[config.mk]
export PLATFORM = sky130hd
export DESIGN_NAME = mmio_packet_port_flat
export DESIGN_NICKNAME = d
export VERILOG_FILES = /design/src/rtl/mmio_packet_port_if.sv /design/src/rtl/mmio_packet_port.sv /design/src/flat_wrapper.sv
export SDC_FILE = /design/constraint.sdc
export NUM_CORES = 1
export LEC_CHECK = 0
export BUFFER_PORTS_ARGS = -buffer_cell sky130_fd_sc_hd__buf_2
export CORE_AREA = 3 3 230 232
export CTS_BUF_LIST = sky130_fd_sc_hd__clkbuf_8 sky130_fd_sc_hd__clkbuf_16
export CTS_CLUSTER_SIZE = 28
export DETAILED_ROUTE_END_ITERATION = 8
export DIE_AREA = 0 0 233 235
export HOLD_SLACK_MARGIN = 0.1
export PLACE_DENSITY = 0.6
export REMOVE_ABC_BUFFERS = 1
export SLEW_MARGIN = 0
export SYNTH_ARGS = -nofsm -noshare
export SYNTH_HDL_FRONTEND = slang
export SYNTH_SLANG_ARGS = --single-unit
[constraint.sdc]
create_clock -name clk -period 3.2 [get_ports clk]
set_input_delay 0.16 -clock clk [delete_from_list [all_inputs] [get_ports clk]]
set_output_delay 0.16 -clock clk [all_outputs]
set_load 0.02 [all_outputs]
[src/rtl/mmio_packet_port_if.sv]
// Bus and router signal bundle for mmio_packet_port.
// Latency: none (wires only).
// Backpressure: carries tx_valid/tx_ready and rx_valid/rx_ready handshakes.
interface mmio_packet_port_if #(
    parameter int PKT_BITS = 54
);
    logic                bus_write;
    logic                bus_read;
    logic [31:0]         bus_addr;
    logic [31:0]         bus_wdata;
    logic [31:0]         bus_rdata;
    logic                bus_hit;
    logic [PKT_BITS-1:0] tx_packet;
    logic                tx_valid;
    logic                tx_ready;
    logic [PKT_BITS-1:0] rx_packet;
    logic                rx_valid;
    logic                rx_ready;

    // Packet port side: consumes bus strobes and rx offers, produces read data and tx packets.
    modport slave (
        input  bus_write, bus_read, bus_addr, bus_wdata, tx_ready, rx_packet, rx_valid,
        output bus_rdata, bus_hit, tx_packet, tx_valid, rx_ready
    );

    // CPU wrapper / router side.
    modport master (
        output bus_write, bus_read, bus_addr, bus_wdata, tx_ready, rx_packet, rx_valid,
        input  bus_rdata, bus_hit, tx_packet, tx_valid, rx_ready
    );
endinterface

[src/rtl/mmio_packet_port.sv]
// Memory-mapped packet port: staged TX fields + TX FIFO, RX FIFO with field readout. Optional PKT_COUNTERS_EN.
// Latency: read data/hit 1 cycle after bus_read; tx_valid 1 cycle after COMMIT.
// Backpressure: TX holds head until tx_ready (COMMIT when full drops + sticky overflow); rx_ready = !rx_full.
module mmio_packet_port #(
    parameter logic [31:0] BASE_ADDR    = 32'h2000_0000,
    parameter int          COORD_BITS   = 1,
    parameter int          MCAST_BITS   = 1,
    parameter int          TYPE_BITS    = 1,
    parameter int          MCOORD_BITS  = 8,
    parameter int          ELEMENT_BITS = 32,
    parameter int          TX_DEPTH     = 4,
    parameter int          RX_DEPTH     = 4
) (
    input logic              clk,
    input logic              reset,
    mmio_packet_port_if.slave bus
);
    localparam int PKT_BITS = 2*COORD_BITS + MCAST_BITS + 2 + TYPE_BITS + 2*MCOORD_BITS + ELEMENT_BITS;
    localparam int TXA = $clog2(TX_DEPTH);
    localparam int RXA = $clog2(RX_DEPTH);
    localparam logic [TXA:0] TX_FULL_CNT = (TXA+1)'(TX_DEPTH);
    localparam logic [RXA:0] RX_FULL_CNT = (RXA+1)'(RX_DEPTH);

    // Field LSB positions inside a packet, element at the bottom.
    localparam int MY_LSB = ELEMENT_BITS;
    localparam int MX_LSB = MY_LSB + MCOORD_BITS;
    localparam int TY_LSB = MX_LSB + MCOORD_BITS;
    localparam int RS_LSB = TY_LSB + TYPE_BITS;
    localparam int DN_LSB = RS_LSB + 1;
    localparam int MC_LSB = DN_LSB + 1;
    localparam int Y_LSB  = MC_LSB + MCAST_BITS;
    localparam int X_LSB  = Y_LSB + COORD_BITS;

    // Bus decode
    logic       hit;
    logic [3:0] off;
    logic       wr_en, rd_en;
    assign hit   = (bus.bus_addr[31:6] == BASE_ADDR[31:6]);
    assign off   = bus.bus_addr[5:2];
    assign wr_en = bus.bus_write && hit;
    assign rd_en = bus.bus_read && hit;

    // Staging registers
    logic [COORD_BITS-1:0]   dx_q, dy_q;
    logic [MCAST_BITS-1:0]   mc_q;
    logic [TYPE_BITS+1:0]    flags_q;
    logic [MCOORD_BITS-1:0]  mx_q, my_q;
    logic [ELEMENT_BITS-1:0] el_q;
    logic [PKT_BITS-1:0]     staged;
    assign staged = {dx_q, dy_q, mc_q, flags_q[0], flags_q[1], flags_q[TYPE_BITS+1:2], mx_q, my_q, el_q};

    // TX FIFO state
    logic [PKT_BITS-1:0] tx_mem [TX_DEPTH];
    logic [TXA-1:0]      tx_wptr_q, tx_wptr_d, tx_rptr_q, tx_rptr_d;
    logic [TXA:0]        tx_cnt_q, tx_cnt_d;
    logic                tx_ovf_q, tx_ovf_d;
    logic                tx_full, tx_pop, tx_push, commit;

    // RX FIFO state
    logic [PKT_BITS-1:0] rx_mem [RX_DEPTH];
    logic [RXA-1:0]      rx_wptr_q, rx_wptr_d, rx_rptr_q, rx_rptr_d;
    logic [RXA:0]        rx_cnt_q, rx_cnt_d;
    logic                rx_full, rx_avail, rx_push, rx_pop;
    logic [PKT_BITS-1:0] rx_head;

    logic [31:0] rd_dat;
    logic [31:0] bus_rdata_q;
    logic        bus_hit_q;

    assign tx_full         = (tx_cnt_q == TX_FULL_CNT);
    assign bus.tx_valid    = (tx_cnt_q != '0);
    assign bus.tx_packet   = tx_mem[tx_rptr_q];
    assign tx_pop          = bus.tx_valid && bus.tx_ready;
    assign commit          = wr_en && (off == 4'd7);
    // A full FIFO still accepts a COMMIT when the head leaves in the same cycle.
    assign tx_push         = commit && (!tx_full || tx_pop);

    assign rx_full         = (rx_cnt_q == RX_FULL_CNT);
    assign rx_avail        = (rx_cnt_q != '0);
    assign bus.rx_ready    = !rx_full;
    assign rx_push         = bus.rx_valid && bus.rx_ready;
    assign rx_pop          = wr_en && (off == 4'd13) && rx_avail;
    assign rx_head         = rx_mem[rx_rptr_q];

    assign bus.bus_rdata   = bus_rdata_q;
    assign bus.bus_hit     = bus_hit_q;

    // Staging field writes, truncated to each field's width
    always_ff @(posedge clk) begin
        if (reset) begin
            dx_q <= '0; dy_q <= '0; mc_q <= '0; flags_q <= '0;
            mx_q <= '0; my_q <= '0; el_q <= '0;
        end else if (wr_en) begin
            case (off)
                4'd0: dx_q    <= bus.bus_wdata[COORD_BITS-1:0];
                4'd1: dy_q    <= bus.bus_wdata[COORD_BITS-1:0];
                4'd2: mc_q    <= bus.bus_wdata[MCAST_BITS-1:0];
                4'd3: flags_q <= bus.bus_wdata[TYPE_BITS+1:0];
                4'd4: mx_q    <= bus.bus_wdata[MCOORD_BITS-1:0];
                4'd5: my_q    <= bus.bus_wdata[MCOORD_BITS-1:0];
                4'd6: el_q    <= bus.bus_wdata[ELEMENT_BITS-1:0];
                default: ;
            endcase
        end
    end

    // TX FIFO pointer, count and overflow next state
    always_comb begin
        tx_wptr_d = tx_wptr_q;
        tx_rptr_d = tx_rptr_q;
        tx_cnt_d  = tx_cnt_q;
        tx_ovf_d  = tx_ovf_q;
        if (tx_push) tx_wptr_d = tx_wptr_q + TXA'(1);
        if (tx_pop)  tx_rptr_d = tx_rptr_q + TXA'(1);
        case ({tx_push, tx_pop})
            2'b10:   tx_cnt_d = tx_cnt_q + (TXA+1)'(1);
            2'b01:   tx_cnt_d = tx_cnt_q - (TXA+1)'(1);
            default: tx_cnt_d = tx_cnt_q;
        endcase
        if (wr_en && (off == 4'd8) && bus.bus_wdata[4]) tx_ovf_d = 1'b0;
        if (commit && !tx_push) tx_ovf_d = 1'b1;
    end

    // RX FIFO pointer and count next state
    always_comb begin
        rx_wptr_d = rx_wptr_q;
        rx_rptr_d = rx_rptr_q;
        rx_cnt_d  = rx_cnt_q;
        if (rx_push) rx_wptr_d = rx_wptr_q + RXA'(1);
        if (rx_pop)  rx_rptr_d = rx_rptr_q + RXA'(1);
        case ({rx_push, rx_pop})
            2'b10:   rx_cnt_d = rx_cnt_q + (RXA+1)'(1);
            2'b01:   rx_cnt_d = rx_cnt_q - (RXA+1)'(1);
            default: rx_cnt_d = rx_cnt_q;
        endcase
    end

    // FIFO control registers
    always_ff @(posedge clk) begin
        if (reset) begin
            tx_wptr_q <= '0; tx_rptr_q <= '0; tx_cnt_q <= '0; tx_ovf_q <= 1'b0;
            rx_wptr_q <= '0; rx_rptr_q <= '0; rx_cnt_q <= '0;
        end else begin
            tx_wptr_q <= tx_wptr_d; tx_rptr_q <= tx_rptr_d; tx_cnt_q <= tx_cnt_d; tx_ovf_q <= tx_ovf_d;
            rx_wptr_q <= rx_wptr_d; rx_rptr_q <= rx_rptr_d; rx_cnt_q <= rx_cnt_d;
        end
    end

    // FIFO storage; contents need no reset since the pointers define validity
    always_ff @(posedge clk) begin
        if (tx_push) tx_mem[tx_wptr_q] <= staged;
        if (rx_push) rx_mem[rx_wptr_q] <= bus.rx_packet;
    end

`ifdef PKT_COUNTERS_EN
    logic [31:0] tx_sent_q, rx_recv_q;

    // Free-running packet counters, cleared together by a write to offset 14
    always_ff @(posedge clk) begin
        if (reset || (wr_en && (off == 4'd14))) begin
            tx_sent_q <= '0;
            rx_recv_q <= '0;
        end else begin
            if (tx_pop)  tx_sent_q <= tx_sent_q + 32'd1;
            if (rx_push) rx_recv_q <= rx_recv_q + 32'd1;
        end
    end
`endif

    // Read data mux; RX fields read as zero while the RX FIFO is empty
    always_comb begin
        rd_dat = '0;
        case (off)
            4'd0:  rd_dat = 32'(dx_q);
            4'd1:  rd_dat = 32'(dy_q);
            4'd2:  rd_dat = 32'(mc_q);
            4'd3:  rd_dat = 32'(flags_q);
            4'd4:  rd_dat = 32'(mx_q);
            4'd5:  rd_dat = 32'(my_q);
            4'd6:  rd_dat = 32'(el_q);
            4'd8:  rd_dat = {8'd0, 8'(rx_cnt_q), 8'(tx_cnt_q), 3'b000, tx_ovf_q, 2'b00, rx_avail, tx_full};
            4'd9:  rd_dat = rx_avail ? 32'({rx_head[Y_LSB +: COORD_BITS], rx_head[X_LSB +: COORD_BITS]}) : '0;
            4'd10: rd_dat = rx_avail ? 32'({rx_head[MC_LSB +: MCAST_BITS], rx_head[TY_LSB +: TYPE_BITS],
                                             rx_head[RS_LSB], rx_head[DN_LSB]}) : '0;
            4'd11: rd_dat = rx_avail ? 32'(rx_head[MX_LSB +: MCOORD_BITS]) : '0;
            4'd12: rd_dat = rx_avail ? 32'(rx_head[MY_LSB +: MCOORD_BITS]) : '0;
            4'd13: rd_dat = rx_avail ? 32'(rx_head[0 +: ELEMENT_BITS]) : '0;
`ifdef PKT_COUNTERS_EN
            4'd14: rd_dat = tx_sent_q;
            4'd15: rd_dat = rx_recv_q;
`endif
            default: rd_dat = '0;
        endcase
    end

    // Registered read response, one cycle behind the bus read strobe
    always_ff @(posedge clk) begin
        if (reset) begin
            bus_rdata_q <= '0;
            bus_hit_q   <= 1'b0;
        end else begin
            bus_hit_q   <= rd_en;
            bus_rdata_q <= rd_en ? rd_dat : '0;
        end
    end

    // Bits of the bus that carry no information for this block
    logic unused_bits;
    assign unused_bits = &{1'b0, bus.bus_wdata, bus.bus_addr[1:0]};
endmodule

[src/flat_wrapper.sv]
// flat-port wrapper written by rule: the top's interface ports become plain ports
module mmio_packet_port_flat 
#(
    parameter logic [31:0] BASE_ADDR    = 32'h2000_0000,
    parameter int          COORD_BITS   = 1,
    parameter int          MCAST_BITS   = 1,
    parameter int          TYPE_BITS    = 1,
    parameter int          MCOORD_BITS  = 8,
    parameter int          ELEMENT_BITS = 32,
    parameter int          TX_DEPTH     = 4,
    parameter int          RX_DEPTH     = 4
)
  (clk, reset, bus_bus_write, bus_bus_read, bus_bus_addr, bus_bus_wdata, bus_tx_ready, bus_rx_packet, bus_rx_valid, bus_bus_rdata, bus_bus_hit, bus_tx_packet, bus_tx_valid, bus_rx_ready);
  mmio_packet_port_if #(.PKT_BITS((54))) bus_i ();
  input logic clk;
  input logic reset;
  input wire logic [$bits(bus_i.bus_write)-1:0] bus_bus_write;
  input wire logic [$bits(bus_i.bus_read)-1:0] bus_bus_read;
  input wire logic [$bits(bus_i.bus_addr)-1:0] bus_bus_addr;
  input wire logic [$bits(bus_i.bus_wdata)-1:0] bus_bus_wdata;
  input wire logic [$bits(bus_i.tx_ready)-1:0] bus_tx_ready;
  input wire logic [$bits(bus_i.rx_packet)-1:0] bus_rx_packet;
  input wire logic [$bits(bus_i.rx_valid)-1:0] bus_rx_valid;
  output wire logic [$bits(bus_i.bus_rdata)-1:0] bus_bus_rdata;
  output wire logic [$bits(bus_i.bus_hit)-1:0] bus_bus_hit;
  output wire logic [$bits(bus_i.tx_packet)-1:0] bus_tx_packet;
  output wire logic [$bits(bus_i.tx_valid)-1:0] bus_tx_valid;
  output wire logic [$bits(bus_i.rx_ready)-1:0] bus_rx_ready;
  assign bus_i.bus_write = bus_bus_write;
  assign bus_i.bus_read = bus_bus_read;
  assign bus_i.bus_addr = bus_bus_addr;
  assign bus_i.bus_wdata = bus_bus_wdata;
  assign bus_i.tx_ready = bus_tx_ready;
  assign bus_i.rx_packet = bus_rx_packet;
  assign bus_i.rx_valid = bus_rx_valid;
  assign bus_bus_rdata = bus_i.bus_rdata;
  assign bus_bus_hit = bus_i.bus_hit;
  assign bus_tx_packet = bus_i.tx_packet;
  assign bus_tx_valid = bus_i.tx_valid;
  assign bus_rx_ready = bus_i.rx_ready;
  mmio_packet_port #(.BASE_ADDR(BASE_ADDR), .COORD_BITS(COORD_BITS), .MCAST_BITS(MCAST_BITS), .TYPE_BITS(TYPE_BITS), .MCOORD_BITS(MCOORD_BITS), .ELEMENT_BITS(ELEMENT_BITS), .TX_DEPTH(TX_DEPTH), .RX_DEPTH(RX_DEPTH)) u_core (.clk(clk), .reset(reset), .bus(bus_i));
endmodule
# After elaboration in Yosys (flattened, before gate mapping)

Memory sizes are Yosys's and may differ from the RTL's. A register that Yosys moved wholly into a read port is not among the register bits.
Cells that the tools add are included.

Register bits after elaboration: 102
Memory bits (writable): 432
Bits of input ports: 124
Output and inout port bits: 89
Word-level logic and storage cells: 94
Memories kept: 2

Add/subtract/negate cells: 8
Eq/ne operators: 20
Mux-type cells: 18
Bitwise logic cells: 1
Reduce and logical (&&, ||, !) cells: 29

Memories:

| memory        | depth | width | rd ports | clocked after Yosys merged registers in | wr ports | line                   | text |
|---|---|---|---|---|---|---|---|
| u_core.rx_mem | 4     | 54    | 1        | 1                                       | 1        | mmio_packet_port.sv:60 | `logic [PKT_BITS-1:0] rx_mem [RX_DEPTH];` |
| u_core.tx_mem | 4     | 54    | 1        | 1                                       | 1        | mmio_packet_port.sv:53 | `logic [PKT_BITS-1:0] tx_mem [TX_DEPTH];` |

Operators by type and width:

| kind                                                               | count |
|---|---|
| 32-bit one-hot mux with 13 select lines                            | 1 |
| 32-bit 2-to-1 mux                                                  | 1 |
| 26-bit by 24-bit == test with 1-bit output, second input constant  | 1 |
| 4-bit == test, second input constant                               | 6 |
| 4-bit by 3-bit == test with 1-bit output, second input constant    | 4 |
| 8-bit 2-to-1 mux                                                   | 2 |
| 2-bit AND reduction                                                | 7 |
| 3-bit one-hot mux with 2 select lines                              | 2 |
| 1-bit logical AND                                                  | 11 |
| 2-bit 2-to-1 mux                                                   | 5 |
| 2-bit by 1-bit adder with 2-bit output, second input constant      | 4 |
| 4-bit by 2-bit == test with 1-bit output, second input constant    | 2 |
| 3-bit by 1-bit adder with 3-bit output, second input constant      | 2 |
| 3-bit == test, second input constant                               | 2 |
| 1-bit 2-to-1 mux                                                   | 6 |
| 2-bit nonzero test                                                 | 3 |
| 3-bit nonzero test                                                 | 2 |
| 3-bit by 1-bit subtractor with 3-bit output, second input constant | 2 |
| 2-bit by 1-bit == test with 1-bit output, second input constant    | 2 |
| 2-bit == test, second input constant                               | 2 |
| 4-bit by 1-bit == test with 1-bit output, second input constant    | 1 |
| 4-bit zero test                                                    | 1 |
| 4-bit 2-to-1 mux                                                   | 1 |
| 1-bit zero test                                                    | 3 |
| other kinds (3)                                                    | 3 |

# Depth between registers and ports, before layout

Depth in word-level cells: 7
Gate-level depth with buffers: 12
Depth with buffers taken out: 11

# Worst setup path after synthesis

OpenSTA, ideal clock, no wires.

Kind: input -> register
Start: input bus_bus_addr[13]
End: memory u_core.tx_mem[0][0], enable pin
Setup time: 417 ps
Arrival time: 2710 ps
Data required time: 2783 ps
Setup slack: 73 ps
Cell stages on the path: 6
Buffers on the path: 1
Path through: nor4_2 > nand4_2 > nor3_4 > and4b_1 > buf_2 > and2_1

Word-level cells in the longest chain between the ends: 6

RTL lines:

| what                                       | line                    | text |
|---|---|---|
| start: declaration                         | flat_wrapper.sv:19      | `input wire logic [$bits(bus_i.bus_addr)-1:0] bus_bus_addr;` |
| 26-bit by 24-bit == test with 1-bit output | mmio_packet_port.sv:38  | `assign hit = (bus.bus_addr[31:6] == BASE_ADDR[31:6]);` |
| 1-bit logical AND                          | mmio_packet_port.sv:40  | `assign wr_en = bus.bus_write && hit;` |
| 1-bit logical AND                          | mmio_packet_port.sv:74  | `assign commit = wr_en && (off == 4'd7);` |
| 1-bit logical AND                          | mmio_packet_port.sv:76  | `assign tx_push = commit && (!tx_full \|\| tx_pop);` |
| 1-bit 2-to-1 mux                           | mmio_packet_port.sv:151 | `if (tx_push) tx_mem[tx_wptr_q] <= staged;` |
| 1-bit 2-to-1 mux (not written as such)     | mmio_packet_port.sv:151 |  |
| end: declaration                           | mmio_packet_port.sv:53  |  |

No other way between the ends.

# Worst setup path after layout

Start: register u_core.rx_cnt_q[0]
End: register u_core.rx_cnt_q[2]

Elaborated cells on any way between the ends: 11
Classes of those cells: add/sub: 2; eq/ne: 3; mux: 1; reduce/logical: 5

RTL lines:

| what                                                                               | line                    | text |
|---|---|---|
| start: declaration                                                                 | mmio_packet_port.sv:62  | `logic [RXA:0] rx_cnt_q, rx_cnt_d;` |
| start signal: assignment                                                           | mmio_packet_port.sv:145 | `rx_wptr_q <= rx_wptr_d; rx_rptr_q <= rx_rptr_d; rx_cnt_q <= rx_cnt_d;` |
| 3-bit nonzero test (*)                                                             | mmio_packet_port.sv:79  | `assign rx_avail = (rx_cnt_q != '0);` |
| 1-bit logical AND (*)                                                              | mmio_packet_port.sv:82  | `assign rx_pop = wr_en && (off == 4'd13) && rx_avail;` |
| named net u_core.rx_pop                                                            | mmio_packet_port.sv:63  | `logic rx_full, rx_avail, rx_push, rx_pop;` |
| 2-bit by 1-bit == test with 1-bit output / 2-bit == test (equally long branches)   | mmio_packet_port.sv:131 | `case ({rx_push, rx_pop})` |
| 3-bit one-hot mux with 2 select lines / 2-bit nonzero test (equally long branches) | n/a                     |  |

Mark *: on every way through the listed nets, which the timed path passes. The rest lies on a longest branch.
A chain may end at the register's enable or synchronous reset.

==> Flow_metrics.wiki <==
{| class="wikitable"
! Metric !! Value
|-
| Final wirelength || 44900 um
|-
| Post-layout utilization of the core || 48.8%
|-
| Standard-cell rows || 83
|-
| Average wire per cell in the routed design || 21.2 um
|-
| Clock latency at the later pin of the worst-skew pair || 0.62 ns
|-
| Share of the yosys chip area belonging to registers || 74.4%
|-
| Number of global-route vias before repair || 11023
|-
| I/O Buffers || 210
|-
| Yosys warning count || 0
|-
| Async set-or-reset flop fraction in the synthesized netlist || 0%
|-
| Clock tree from TritonCTS || built
|-
| Post CTS Setup Buffer Count || 0
|-
| Post-route clock period utilization || 84.0%
|-
| Critical path peak fanout || 8
|-
| Standard cell core area || 51200 um^2
|-
| # nets final || 1530
|-
| Worst Setup Slack post-DPL || 0.435 ns
|-
| Clock transition at the registers of the reported paths || 0.06 ns
|-
| Number of nets with antenna violations after detailed routing || 0
|-
| Final HPWL DP || 28800 um
|-
| Area growth from synthesis to final layout || 23.1%
|-
| Data arrival time of the worst path || 3.23 ns
|-
| Crit. End Element || register
|-
| Overall routing resource usage || 16.6%
|-
| Clk root buf || sky130_fd_sc_hd__clkbuf_16
|-
| Number of antenna violations at the first check in global routing || 4
|-
| Max-slew violation count || 0
|-
| Final critical path time including I/O delays and setup || 2.69 ns
|-
| Area taken by multi-input logic gates || 4880 um^2
|-
| Final setup violation count || 0
|-
| Tightest slew margin relative to the limit || 37.7%
|-
| Post-cts gate resize count || 0
|-
| Total of max-cap violations || 0
|-
| Leading cell types by count after synthesis || sky130_fd_sc_hd__edfxtp_1, sky130_fd_sc_hd__mux4_2, sky130_fd_sc_hd__dfxtp_1, sky130_fd_sc_hd__nor2_1, sky130_fd_sc_hd__mux2i_1
|-
| Hold buffer count at cts || 92
|-
| Maximum number of pins on one net before global-route repair || 80
|-
| Routability cong. || 0.776
|-
| Die Footprint || 54800 um^2
|-
| H-tree depth || 2
|-
| Path category of the worst min-delay check || input port to register
|-
| Leakage Power || 8.11 nW
|-
| First-pass iteration count of the detailed router || 5
|-
| Kind of launch point of the worst setup path || register
|-
| Mean number of vias per cell || 5.04
|-
| Mean area per synthesized cell || 19.1 um^2
|-
| Via count of the routed design || 10720
|-
| Type of the setup path with the least slack || register to register
|-
| Run status || finished clean
|-
| Instance area at placement || 22300 um^2
|-
| Number of DRC violations after detailed routing || 0
|-
| Wire length of the first global-routing pass || 68400 um
|-
| Setup repair after global routing missed its margin || no
|-
| Unique cell type count in the Yosys netlist || 57
|-
| Overall die width || 233 um
|-
| Required time at the worst-slack endpoint || 3.74 ns
|-
| Mapped cell area || 20300 um^2
|-
| Die boundary height || 235 um
|-
| CTS Buf Count || 55
|-
| Number of register bits inferred by synthesis || 538
|-
| Effective utilization at floorplan || 39.6%
|-
| Iter 0 DRT Violations || 658
|-
| Ratio of total power to cell area || 571 nW/um^2
|-
| Setup slack of the most critical reg-to-reg path || 0.51 ns
|-
| Biggest area consumer among synthesized cells || sky130_fd_sc_hd__edfxtp_1
|-
| Portion of synthesized cell area occupied by the leading cell type || 63.9%
|-
| Post-route cell area || 25000 um^2
|-
| CTS Sinks || 538
|-
| Sequential standard cell area || 15100 um^2
|-
| Final Non-Filler Cells || 2125
|-
| VDD IR-drop max || 0.446 mV
|-
| Top FF cell, synth || sky130_fd_sc_hd__edfxtp_1
|-
| Residual overflow from global routing || 0
|-
| Layout Skew || 0.0239 ns
|-
| Actual transition at the worst max-transition pin || 0.927 ns
|-
| Fmax || 372 MHz
|-
| Post-synth EDFFs || 432
|-
| Count of pins on the block boundary || 213
|-
| Number of cells in the design after placement || 1925
|-
| Number of instances in the synthesized netlist || 1060
|-
| Count of fill cells added during filler insertion || 4262
|-
| Number of failing hold endpoints at the final stage || 0
|-
| Most numerous cell in the Yosys netlist || sky130_fd_sc_hd__edfxtp_1
|-
| Post-route setup TNS || 0 ns
|-
| Slack of the critical path || 0.512 ns
|-
| Dominant cells by area after synthesis || sky130_fd_sc_hd__edfxtp_1, sky130_fd_sc_hd__mux4_2, sky130_fd_sc_hd__dfxtp_1
|-
| Max clock buf depth || 3
|-
| Layout cell share with drive strength beyond 1 || 31.4%
|}
kinds of logic after synthesis:
group,share of synthesized area (%)
muxes,15.2
adders and majority gates,0.814
xor gates and xnor gates,0.345
AOI/OAI and AO/OA,2.74
and+or+nand+nor,4.87
DFF,74.4
buffers and inverters,1.64
final cells by class:
cell class	count	share of cell area, %
clock buffer	62	6.03
tap	680	3.40
sequential	538	60.4
clock inverter	42	1.03
timing repair buffer	334	9.30
antenna	4	0.0401
inverter	15	0.225
multi-input combinational	450	19.5
state kept, by name (all words and copies together) (netlist names), named ones only:
| register | cells |
|---|---|
| u_core.rx_cnt_q | 3 |
| u_core.flags_q | 3 |
| u_core.tx_ovf_q | 1 |
| u_core.tx_rptr_q | 2 |
| u_core.el_q | 32 |
| u_core.tx_wptr_q | 2 |
| u_core.rx_rptr_q | 2 |
| u_core.rx_wptr_q | 2 |
| u_core.rx_mem | 216 |
| u_core.my_q | 8 |
| u_core.tx_mem | 216 |
| u_core.bus.bus_hit | 1 |
| u_core.dx_q | 1 |
| u_core.bus.bus_rdata | 32 |
| u_core.dy_q | 1 |
| u_core.mc_q | 1 |
| u_core.tx_cnt_q | 3 |
| u_core.mx_q | 8 |
per-stage QoR:
stage | hold WS, ns | total power, mW
6_report | 0.182 | 14.3
5_1_grt | 0.206 | 14.8
4_1_cts | 0.145 | 14.4
3_5_place_dp | 0.379 | 8.25
3_3_place_gp | 0.374 | 8.23
2_1_floorplan | 0.229 | 8.01
cell usage in the layout (no fill, tap or decap), drive strengths merged, types with 3 or more instances in the layout:
cell type	count
o21ai	9
diode	4
nand3	12
nor4	5
nor2	79
clkinv	14
a22oi	24
a222oi	9
xnor2	3
and3	7
buf	242
nor2b	6
ha	10
dfxtp	106
xor2	5
a22o	6
clkbuf	62
mux4	108
nand2b	34
a221oi	3
nor4b	4
inv	40
edfxtp	432
dlygate4sd3	92
nand2	11
mux2i	62
mux2	3
or3	5
a21oi	14
and2	8
power breakdown:
group          internal (mW)  switching [mW]  total (mW)
Combinational          0.237           0.271       0.508
Clock                   3.46            2.62        6.08
Sequential              7.64          0.0299        7.67
worst paths after layout:
| check | from | end | cells after the start |
|---|---|---|---|
| setup / recovery | u_core.rx_cnt_q[0] | u_core.rx_cnt_q[2] | 9 |
| hold / removal | bus_bus_addr[2] | u_core.bus.bus_rdata[4] | 5 |
| setup reg to reg | u_core.rx_cnt_q[0] | u_core.rx_cnt_q[2] | 9 |
| hold reg to reg | u_core.tx_cnt_q[2] | u_core.tx_cnt_q[2] | 2 |
per-layer routing:
| layer | GRT usage [%] | up-vias | part of all wire, % |
|---|---|---|---|
| met5 | 0 | - | 0.016 |
| met4 | 4.85 | 2 | 2.4 |
| met3 | 3.26 | 65 | 4.5 |
| met2 | 27.2 | 223 | 49 |
| met1 | 22.6 | 5520 | 44 |
| li1 | - | 4910 | - |
critical path: stages, from the launching register on:
cell and delay, ns:
sky130_fd_sc_hd__dfxtp_1 0.40, sky130_fd_sc_hd__o31a_1 0.33, sky130_fd_sc_hd__and3_1 0.24, sky130_fd_sc_hd__nor4b_4 0.33, sky130_fd_sc_hd__ha_1 0.24, sky130_fd_sc_hd__inv_1 0.07
sky130_fd_sc_hd__fa_1 0.37, sky130_fd_sc_hd__xor2_1 0.17, sky130_fd_sc_hd__or3_1 0.30, sky130_fd_sc_hd__a21oi_1 0.14
No activity file was read; power rests on OpenSTA's default activity.
